`config.mk`:
```
export PLATFORM = sky130hd
export DESIGN_NAME = btn_debounce
export DESIGN_NICKNAME = d
export VERILOG_FILES = /design/src/rtl/btn_pkg.sv /design/src/rtl/btn_debounce_ch.sv /design/src/rtl/btn_debounce.sv
export SDC_FILE = /design/constraint.sdc
export NUM_CORES = 1
export LEC_CHECK = 0
export ABC_CLOCK_PERIOD_IN_PS = 2670
export CORE_MARGIN = 5
export CORE_UTILIZATION = 58
export CTS_CLUSTER_DIAMETER = 200
export DETAILED_ROUTE_END_ITERATION = 10
export GPL_TIMING_DRIVEN = 1
export PLACE_DENSITY_LB_ADDON = 0.12
export SLEW_MARGIN = 30
export SYNTH_ARGS = -nofsm -noshare
export SYNTH_HDL_FRONTEND = slang
export SYNTH_SLANG_ARGS = --single-unit
```
`constraint.sdc`:
```
create_clock -name clk -period 2.67 [get_ports clk]
set_input_delay 0.4005 -clock clk [delete_from_list [all_inputs] [get_ports clk]]
set_output_delay 0.4005 -clock clk [all_outputs]
set_load 0.02 [all_outputs]
```
`src/rtl/btn_pkg.sv`:
```
`default_nettype none
// ============================================================================
// Module      : btn_pkg
// Description : Shared constants for the push-button debouncer. The default
//               debounce window comes from the system clock rate and the
//               desired settle time.
// Revision    : 1.0 - initial release
// ============================================================================
package btn_pkg;

  localparam int unsigned CLK_HZ      = 27_000_000;
  localparam int unsigned DEBOUNCE_MS = 10;

  // 10 ms at 27 MHz = 270000 cycles
  localparam int unsigned DEF_STABLE_CYCLES = (CLK_HZ / 1000) * DEBOUNCE_MS;

  // Counter width that can hold every value 0..cycles without wrapping
  function automatic int cnt_width(input int unsigned cycles);
    return $clog2(cycles + 1);
  endfunction

endpackage
`default_nettype wire

```
`src/rtl/btn_debounce_ch.sv`:
```
`default_nettype none
// ============================================================================
// Module      : btn_debounce_ch
// Description : One debounced button channel: 2-flop synchronizer, stability
//               counter, clean-level register and press/release pulses.
//               Pins are active-low, so a press is a 1->0 transition.
// Revision    : 1.0 - initial release
// ============================================================================
module btn_debounce_ch
  import btn_pkg::*;
#(
  parameter int unsigned STABLE_CYCLES = DEF_STABLE_CYCLES
) (
  input  logic clk,
  input  logic rst,
  input  logic btn_i,
  output logic clean_o,
  output logic press_o,
  output logic release_o
);

  localparam int                CW       = cnt_width(STABLE_CYCLES);
  localparam logic [CW-1:0]     CNT_LAST = CW'(STABLE_CYCLES - 1);

  // A window shorter than two cycles cannot be told apart from the
  // synchronizer delay, so refuse to build it.
  if (STABLE_CYCLES < 2) begin : g_param_check
    $error("btn_debounce_ch: STABLE_CYCLES must be at least 2");
  end

  logic          s1_q;
  logic          s2_q;
  logic [CW-1:0] cnt_q,     cnt_d;
  logic          clean_q,   clean_d;
  logic          press_q,   press_d;
  logic          release_q, release_d;

  // Next state: count consecutive cycles the synchronized pin disagrees with
  // the clean level; accept the new level on the last one of the window.
  always_comb begin
    cnt_d     = '0;
    clean_d   = clean_q;
    press_d   = 1'b0;
    release_d = 1'b0;
    if (s2_q != clean_q) begin
      if (cnt_q == CNT_LAST) begin
        clean_d   = s2_q;
        press_d   = ~s2_q;
        release_d = s2_q;
      end else begin
        cnt_d = cnt_q + CW'(1);
      end
    end
  end

  // State registers; reset parks the channel in the released state.
  always_ff @(posedge clk) begin
    if (rst) begin
      s1_q      <= 1'b1;
      s2_q      <= 1'b1;
      cnt_q     <= '0;
      clean_q   <= 1'b1;
      press_q   <= 1'b0;
      release_q <= 1'b0;
    end else begin
      s1_q      <= btn_i;
      s2_q      <= s1_q;
      cnt_q     <= cnt_d;
      clean_q   <= clean_d;
      press_q   <= press_d;
      release_q <= release_d;
    end
  end

  assign clean_o   = clean_q;
  assign press_o   = press_q;
  assign release_o = release_q;

endmodule
`default_nettype wire

```
`src/rtl/btn_debounce.sv`:
```
`default_nettype none
// ============================================================================
// Module      : btn_debounce
// Description : Multi-channel push-button debouncer. Each active-low pin gets
//               its own independent debounce channel.
// Revision    : 1.0 - initial release
// ============================================================================
module btn_debounce
  import btn_pkg::*;
#(
  parameter int unsigned STABLE_CYCLES = DEF_STABLE_CYCLES,
  parameter int unsigned NUM_BTN       = 2
) (
  input  logic               clk,
  input  logic               rst,
  input  logic [NUM_BTN-1:0] btn,
  output logic [NUM_BTN-1:0] btn_clean,
  output logic [NUM_BTN-1:0] btn_press,
  output logic [NUM_BTN-1:0] btn_release
);

  // One channel per pin; bit 0 is btn1, bit 1 is btn2.
  for (genvar g = 0; g < NUM_BTN; g++) begin : g_ch
    btn_debounce_ch #(
      .STABLE_CYCLES (STABLE_CYCLES)
    ) u_ch (
      .clk       (clk),
      .rst       (rst),
      .btn_i     (btn[g]),
      .clean_o   (btn_clean[g]),
      .press_o   (btn_press[g]),
      .release_o (btn_release[g])
    );
  end

endmodule
`default_nettype wire

```
# After elaboration in Yosys (flattened, before gate mapping)
# Index checks and enable logic that the tools add are counted.
[totals]
wordCells = 30
reg_bits = 48
input_bits = 4
out_inout_bits = 6
[classes]
n_bitwise = 6
n_eq_ne = 4
n_reduce_logical = 6
addsub = 2
[op_table]
columns = ["operator", "n"]
rows = [
  ["19-bit by 1-bit adder with 19-bit output (second input constant)", 2],
  ["19-bit == test (second input constant)", 2],
  ["3-bit OR reduction", 4],
  ["1-bit inverter", 6],
  ["2-bit AND reduction", 2],
  ["1-bit inequality test", 2],
]

# Logic depth before layout (Yosys ltp)
# Gate-level depths: netlist of the first run.
[depth]
word_depth = 3
depth_mapped = 6
mapped_depth_nobuf = 5

# Hierarchy
# A second synthesis of the first run with hierarchy kept.
[unflattened]
cells_unflattened = 225
area_unflattened_um2 = 2034.5
[modules_own_cells]
columns = ["module", "n_inst", "cells_per_inst", "seq_area_each_um2", "area_per_inst_um2"]
rows = [
  ["btn_debounce_ch (g_ch[0].u_ch)", 1, 115, 480.5, 1036.0],
  ["btn_debounce_ch (g_ch[1].u_ch)", 1, 110, 480.5, 998.5],
]

# Worst setup path before layout of the first run
# OpenSTA, ideal clock, no wires.
[synth_path]
kind = "reg2reg"
start = "register g_ch[1].u_ch.cnt_q[0]"
end = "register g_ch[1].u_ch.clean_q"
path_buffers = 0
t_arrival_ns = 1.531
path_stages_with_launch = 6
period_less_slack_ns = 1.651
setup_ns = 0.120
setup_slack_ns = 1.019
t_required_ns = 2.550
cell_sequence = "dfxtp_1 ha_1 and3_1 nand4_1 or4_4 mux2i_1"
[synth_via]
elab_chain_cells = 2
[synth_rtl]
columns = ["element", "line_no", "rtl"]
rows = [
  ["from (decl)", "btn_debounce_ch.sv:33", "logic [CW-1:0] cnt_q, cnt_d;"],
  ["from (signal assigned)", "btn_debounce_ch.sv:68", "cnt_q <= cnt_d;"],
  ["19-bit == test", "btn_debounce_ch.sv:46", "if (cnt_q == CNT_LAST) begin"],
  ["2-bit AND reduction (no line)", "n/a", ""],
  ["to (signal assigned)", "btn_debounce_ch.sv:69", "clean_q <= clean_d;"],
  ["to (decl)", "btn_debounce_ch.sv:34", "logic clean_q, clean_d;"],
]
# No other way between the ends.
# A chain may end at the register's enable or synchronous reset.

# Worst setup path in the final report of the first run
[layout_path]
start = "register g_ch[1].u_ch.cnt_q[0]"
end = "register g_ch[1].u_ch.cnt_q[18]"
[layout_via]
elab_chain_cells = 2
elab_cells_between_ends = 3
classes_between = "1 x add/sub; 1 x eq/ne; 1 x reduce/logical"
[layout_rtl]
columns = ["element"]
rows = [
  ["parallel branches: the longest is 2 deep, another holds 19-bit by 1-bit adder with 19-bit output"],
]
# Several ways; the timed one is not identified.

==> impl_metrics.csv, run 1 <==
group,metric,value,unit
placement,dpl_worst_slack,0.713,ns
synthesis,synth_warnings,0,
power_and_ir_drop,report.power.total,1070,µW
critical_path,rr_endpoint,"g_ch[1].u_ch.cnt_q[18]",
sta,hold_viol,0,
power_and_ir_drop,switching_share,20.0,%
die,rows,21,
placement,gp_congestion,0.795,
sta,setup_ws,0.729,ns
synthesis,synth_area_leader_cell,"dfxtp_1",
power_and_ir_drop,powerDensity,482,mW/mm²
die,die_area,0.00488,mm²
critical_path,reg2reg_from,"g_ch[1].u_ch.cnt_q[0]",
global_route,grt_max_degree,20,
critical_path,arrival,2.20,ns
cts,cts_buffers,5,
sta,finalClockSkew,0.00669,ns
critical_path,cp.required,2.93,ns
die,ioPinCount,10,
route,drc,0,
route,drtAntennaViolNets,0,
route,dr_wl_met3,147,µm
placement,portBuffers,9,
worst_hold_path,holdCritStartpoint,"g_ch[1].u_ch.s1_q",
global_route,gr-total-overflow,0,
synthesis,synth_edf_count,0,
sta,post-route-period-util,72.7,%
global_route,grt_antenna_before_repair,0,
route,totalWireLength,3510,µm
sta,relSlewSlack,52.6,%
synthesis,synth_most_common_cell,"dfxtp_1",
finish,fin_nets,244,
global_route,grt_pass1_wl,6120,µm
synthesis,syn_inst,231,
die,die_w,69.8,µm
critical_path,rr_worst_depth,5,
power_and_ir_drop,peakVddDrop,0.379,mV
critical_path,path_class,"flip-flop to flip-flop",
synthesis,synth_area_leaders,"dfxtp_1 46%, xnor2_1 9.7%, nor2_1 7.8%, nand4_1 3.6%, xor2_1 3.4%",
synthesis,synth-main-ff-cell,"dfxtp_1",
synthesis,synth_seq_cells,48,
route,first_pass_iters,4,
global_route,grt_use_total,15.1,%
synthesis,synthTopCellsByCount,"48 x dfxtp_1, 43 x nor2_1, 23 x xnor2_1, 13 x nand3_1, 12 x nand4_1",
route,topRoutingLayerUsed,"met4",
synthesis,syn_avg_cell_area,8.99,µm²
cts,post_cts_buffers,0,
critical_path,crit_path_start,"g_ch[1].u_ch.cnt_q[0]",
cts,cts.reportedPaths.clkPinSlew,0.12,ns
job,drv_cap,0,
finish,antenna_cells,0,
sta,finalMaxSlewViolations,0,
synthesis,synthesis.nets,237,
sta,min_period,1.94,ns
worst_hold_path,hp-class,"flip-flop to flip-flop",
critical_path,end_kind,"flip-flop",
critical_path,rrSetupSlack,0.73,ns
route,wire_per_inst,12.3,µm
cts,htreeDepth,2,
sta,rsz0062_at_grt,"false",
cts,root_buffer,"clkbuf_4",
synthesis,ys_seq_area_share,46.3,%
synthesis,netlist_area,0.00208,mm²
cts,cts_sinks,48,
cts,cts_hold_buf,0,
finish,syn_to_final_growth,7.11,%
cts,cts_resized,0,
sta,fin_tns_setup,0,ns
cts,cts_tree,"built",
cts,cts_buffer_depth,2,
route,vias_per_cell,5.41,
critical_path,crit_fanout,4,
die,coreArea,0.00339,mm²
route,wl_met2,1550,µm
worst_hold_path,min_to,"g_ch[1].u_ch.s2_q",
route,vias,1543,
sta,setup_violations,0,
cts,worstSkewPairLatency,0.35,ns
sta,worst_pin_slew,0.710,ns
synthesis,async_flop_share,0,%
sta,fmax,515,MHz
power_and_ir_drop,seq_power_share,67.3,%
run_status,status,"finished, final reports clean",
worst_hold_path,min_path_cells,1,
route,first_iter_violations,97,
die,die_h,69.8,µm
power_and_ir_drop,leakage,0.000674,µW
route,wl_met1,1750,µm
power_and_ir_drop,comb_power_share,1.5,%
die,start_util,61.3,%
synthesis,synth_cell_types,34,
placement,hpwl,2590,µm
finish,drive_gt1_share,7.95,%
power_and_ir_drop,p_sw,214,µW
power_and_ir_drop,intPower,858,µW
global_route,grt_pass1_vias,1409,
synthesis,netlist.area_leader.share,46.3,%
critical_path,start_kind,"flip-flop",
power_and_ir_drop,clockPowerShare,31.1,%
state kept, by name (all words and copies together), names as in the netlist:
name	cells
g_ch.u_ch.clean_o	2
g_ch.u_ch.cnt_q	38
g_ch.u_ch.s1_q	2
g_ch.u_ch.press_o	2
g_ch.u_ch.release_o	2
g_ch.u_ch.s2_q	2
routing by layer:
metal | track usage [%] | up-vias
met5 | 0 | -
met4 | 6.38 | 0
met3 | 4.20 | 7
met2 | 23.7 | 27
met1 | 19.4 | 698
li1 | - | 811
cell families after synthesis:
logic type / count (synthesis) / share of synthesized area [%]
simple gates: 120 / 30.2
flops: 48 / 46.3
xor+xnor: 31 / 13.1
buf+inv: 16 / 4.10
compound gates: 12 / 4.22
mux: 2 / 0.964
fa+ha+maj: 2 / 1.20
worst max path at each step:
stage | end | slack (ns) | cells past startpoint
4_1_cts | g_ch[0].u_ch.cnt_q[17] | 0.70 | 5
3_5_place_dp | g_ch[0].u_ch.cnt_q[17] | 0.71 | 5
5_1_grt | g_ch[0].u_ch.cnt_q[17] | 0.53 | 5
2_1_floorplan | g_ch[1].u_ch.clean_o | 1.02 | 5
3_3_place_gp | g_ch[0].u_ch.cnt_q[17] | 0.79 | 4
6_report | g_ch[1].u_ch.cnt_q[18] | 0.73 | 5
power by group through the flow:
stage                     combinational (µW)  sequential, µW  clock, µW
final                                   16.6             722        334
after global routing                    18.7             723        378
after CTS                               16.8             722        347
after detailed placement                16.6             738          0
after global placement                  16.1             738          0
after floorplan                         10.9             737          0
worst max-delay path, stage by stage, from the launching register on:
cell and delay, ns:
dfxtp_1 0.39, ha_1 0.23, nand4_1 0.20, nor4_1 0.59, mux2i_1 0.16, nor4b_1 0.28
placed cells by master (no fill, tap or decap):
cell / instances
dfxtp_1: 48
nor2_1: 43
xnor2_1: 23
nand3_1: 13
nand4_1: 12
nor3_1: 11
nor4_1: 10
nand2_1: 9
clkdlybuf4s50_1: 9
xor2_1: 8
inv_1: 7
or2_2: 5
clkbuf_4: 5
a21oi_1: 4
and4_1: 3
and3_1: 3
or3_1: 3
mux2i_1: 2
o21ba_2: 2
o21ai_0: 2
ha_1: 2
clkbuf_1: 2
nor4bb_1: 1
nand2b_1: 1
o21bai_2: 1
and4bb_2: 1
nand4_2: 1
or3b_4: 1
o21ai_2: 1
or4_4: 1
nor4b_1: 1
and2_1: 1
o211a_1: 1
o21a_1: 1
clkbuf_8: 1
metrics by stage:
stage               hold slack [ns]  cell area, µm²  utilization (%)  std cells
global placement              0.401            2170             63.9        277
finish                        0.431            2220             65.6        285
global route                  0.444            2220             65.6        285
CTS                           0.435            2220             65.6        285
floorplan                     0.389            2080                -        231
detailed placement            0.401            2170             63.9        277
area by class of cell:
cell class                 instances  area (µm²)
inverter                           7        26.3
sequential                        48         961
multi-input combinational        167        1030
tap                               46        57.6
fill                             302        1160
timing repair buffer               9        90.1
clock buffer                       8        58.8
(Power assumes the default switching activity.)
==> run 2, diff against run 1 <==
- ABC_CLOCK_PERIOD_IN_PS: 2670 -> 1920
- clock period: 2.67 -> 1.92 ns (I/O delays scaled with it)
==> run 2 against run 1 <==
  * Hold slack gained 0.0056 ns
  * Combinational power grew 60%
  * Non-clock buffer count grew 7
  * Critical path depth is the same
  * Global-route usage grew 0.72 points
==> impl_metrics.csv, run 2 (same netlist as run 1, synthesis figures left out) <==
group,metric,value,unit
run_status,status,"finished, final reports clean",
critical_path,rrSetupSlack,0.13,ns
critical_path,start_kind,"flip-flop",
die,die_h,69.8,µm
finish,final_util,68.2,%
global_route,grt_antenna_before_repair,0,
critical_path,path_depth,5,
finish,multi_input_area,0.00104,mm²
sta,hold_viol,0,
critical_path,arrival,2.05,ns
route,wire_per_inst,12.4,µm
sta,post-route-period-util,93.2,%
route,vias_per_cell,5.49,
worst_hold_path,min_path_cells,1,
finish,final_cell_mix,"46 x dfxtp_1, 43 x nor2_1, 23 x xnor2_1, 13 x nand3_1, 12 x nand4_1",
power_and_ir_drop,clockPowerShare,36.4,%
route,drc,0,
finish,fin_cells,292,
critical_path,critPathTopFamily,"simple AND/OR/NAND/NOR gates",
die,die_area,0.00488,mm²
finish,drive_gt1_share,12.6,%
route,drtAntennaViolNets,0,
route,first_iter_violations,99,
power_and_ir_drop,leakage,0.000714,µW
cts,cts_buffers,5,
route,first_pass_iters,4,
sta,fmax,559,MHz
critical_path,cpMaxStageDelayCell,"or4_4",
sta,min_period,1.79,ns
power_and_ir_drop,seq_power_share,61.9,%
sta,finalClockSkew,0.00789,ns
sta,fin_tns_setup,0,ns
power_and_ir_drop,switching_share,20.6,%
finish,largest_register,"g_ch.u_ch.cnt_q",
placement,placed_cells,284,
power_and_ir_drop,intPower,1290,µW
power_and_ir_drop,comb_power_share,1.6,%
global_route,grt_pass1_vias,1448,
sta,worst_pin_slew,0.423,ns
sta,setup_ws,0.130,ns
sta,setup_violations,0,
global_route,grt_max_degree,18,
placement,dpl_worst_slack,0.0745,ns
finish,syn_to_final_growth,11.3,%
die,start_util,61.3,%
cts,worstSkewPairLatency,0.36,ns
die,coreArea,0.00339,mm²
finish,nFillCells,256,
power_and_ir_drop,p_sw,335,µW
die,ioPinCount,10,
finish,largest_reg_flops,38,
job,drv_cap,0,
sta,relSlewSlack,71.7,%
cts,htreeDepth,2,
cts,root_buffer,"clkbuf_4",
die,rows,21,
critical_path,rr_worst_depth,5,
route,vias,1603,
die,die_w,69.8,µm
critical_path,end_kind,"flip-flop",
cts,cts.reportedPaths.clkPinSlew,0.14,ns
power_and_ir_drop,powerDensity,702,mW/mm²
finish,fin_nets,251,
cts,cts_sinks,48,
global_route,grt_use_total,15.9,%
global_route,gr-total-overflow,0,
worst_hold_path,hp-class,"flip-flop to flip-flop",
finish,antenna_cells,0,
finish,final-seq-area,963,µm²
sta,finalMaxSlewViolations,0,
finish,layout_commonest_cell,"dfxtp_1",
sta,hold_slack,0.437,ns
placement,portBuffers,9,
cts,cts_buffer_depth,2,
cts,cts_tree,"built",
critical_path,cp.required,2.18,ns
placement,hpwl,2590,µm
cts,cts_hold_buf,0,
route,totalWireLength,3630,µm
placement,gp_congestion,0.877,
critical_path,critPathBufInv,0,
critical_path,slowest_delay,0.56,ns
power_and_ir_drop,peakVddDrop,0.483,mV
critical_path,path_class,"flip-flop to flip-flop",
global_route,grt_pass1_wl,6340,µm
critical_path,worstPathCellList,"ha_2, and3_1, nand4_1, or4_4, mux2i_1",
critical_path,crit_fanout,4,
sta,rsz0062_at_grt,"false",
run 2: cell count changes in the layout (fill, tap and decap cells not counted):
cell,previous run,this run
ha_1,2,1
o21ai_2,1,0
clkbuf_8,1,0
dfxtp_1,48,46
clkbuf_1,2,0
buf_4,0,7
bufinv_16,0,1
clkinv_2,0,1
ha_2,0,1
dfxtp_2,0,2
clkinvlp_4,0,1
o21ai_4,0,1
run 2: area by class of cell:
type,count,share of cell area [%]
Tap cell,46,2.49
Clock inverter,3,1.84
Multi-Input combinational cell,167,45.0
Inverter,7,1.14
Clock buffer,5,1.62
Sequential cell,48,41.7
Timing Repair Buffer,16,6.17
run 2: metal layers:
layer	vias up	global-route usage (%)	routed length (µm)
met3	7	4.78	183
met1	738	20.8	1810
met4	0	5.74	55
met5	-	0	0
met2	34	24.4	1590
li1	824	-	-
run 2: metrics by stage:
| stage | power [µW] | area, µm² |
|---|---|---|
| finish | 1620 | 2310 |
| global placement | 1050 | 2220 |
| CTS | 1640 | 2300 |
| detailed placement | 1050 | 2220 |
| global route | 1690 | 2310 |
| floorplan | 1040 | 2080 |
run 2: repair_timing:
| action | 4_1_cts | 5_1_grt |
|---|---|---|
| endpoints found under the setup margin | 0 | 18 |
| resized for setup | 0 | 4 |
| buffers inserted | 0 | 0 |
run 2: power by group through the flow:
stage               clock network, µW  logic [µW]  registers (µW)
global route                      652        29.7            1010
CTS                               604        26.5            1000
global placement                    0        26.2            1030
floorplan                           0        15.1            1030
detailed placement                  0        26.0            1030
finish                            591        26.5            1000
run 2: worst paths after layout:
| kind | to | start |
|---|---|---|
| worst max-delay path | g_ch[1].u_ch.clean_o | g_ch[1].u_ch.cnt_q[1] |
| worst min-delay path | g_ch[1].u_ch.s2_q | g_ch[1].u_ch.s1_q |
| worst max register to register | g_ch[1].u_ch.clean_o | g_ch[1].u_ch.cnt_q[1] |
| worst min register to register | g_ch[1].u_ch.s2_q | g_ch[1].u_ch.s1_q |
==> run 3, diff against run 2 <==
- ABC_CLOCK_PERIOD_IN_PS: 1920 -> not set
==> results of run 3 <==
Final layout, timing and power as in run 2 (identical DEF).
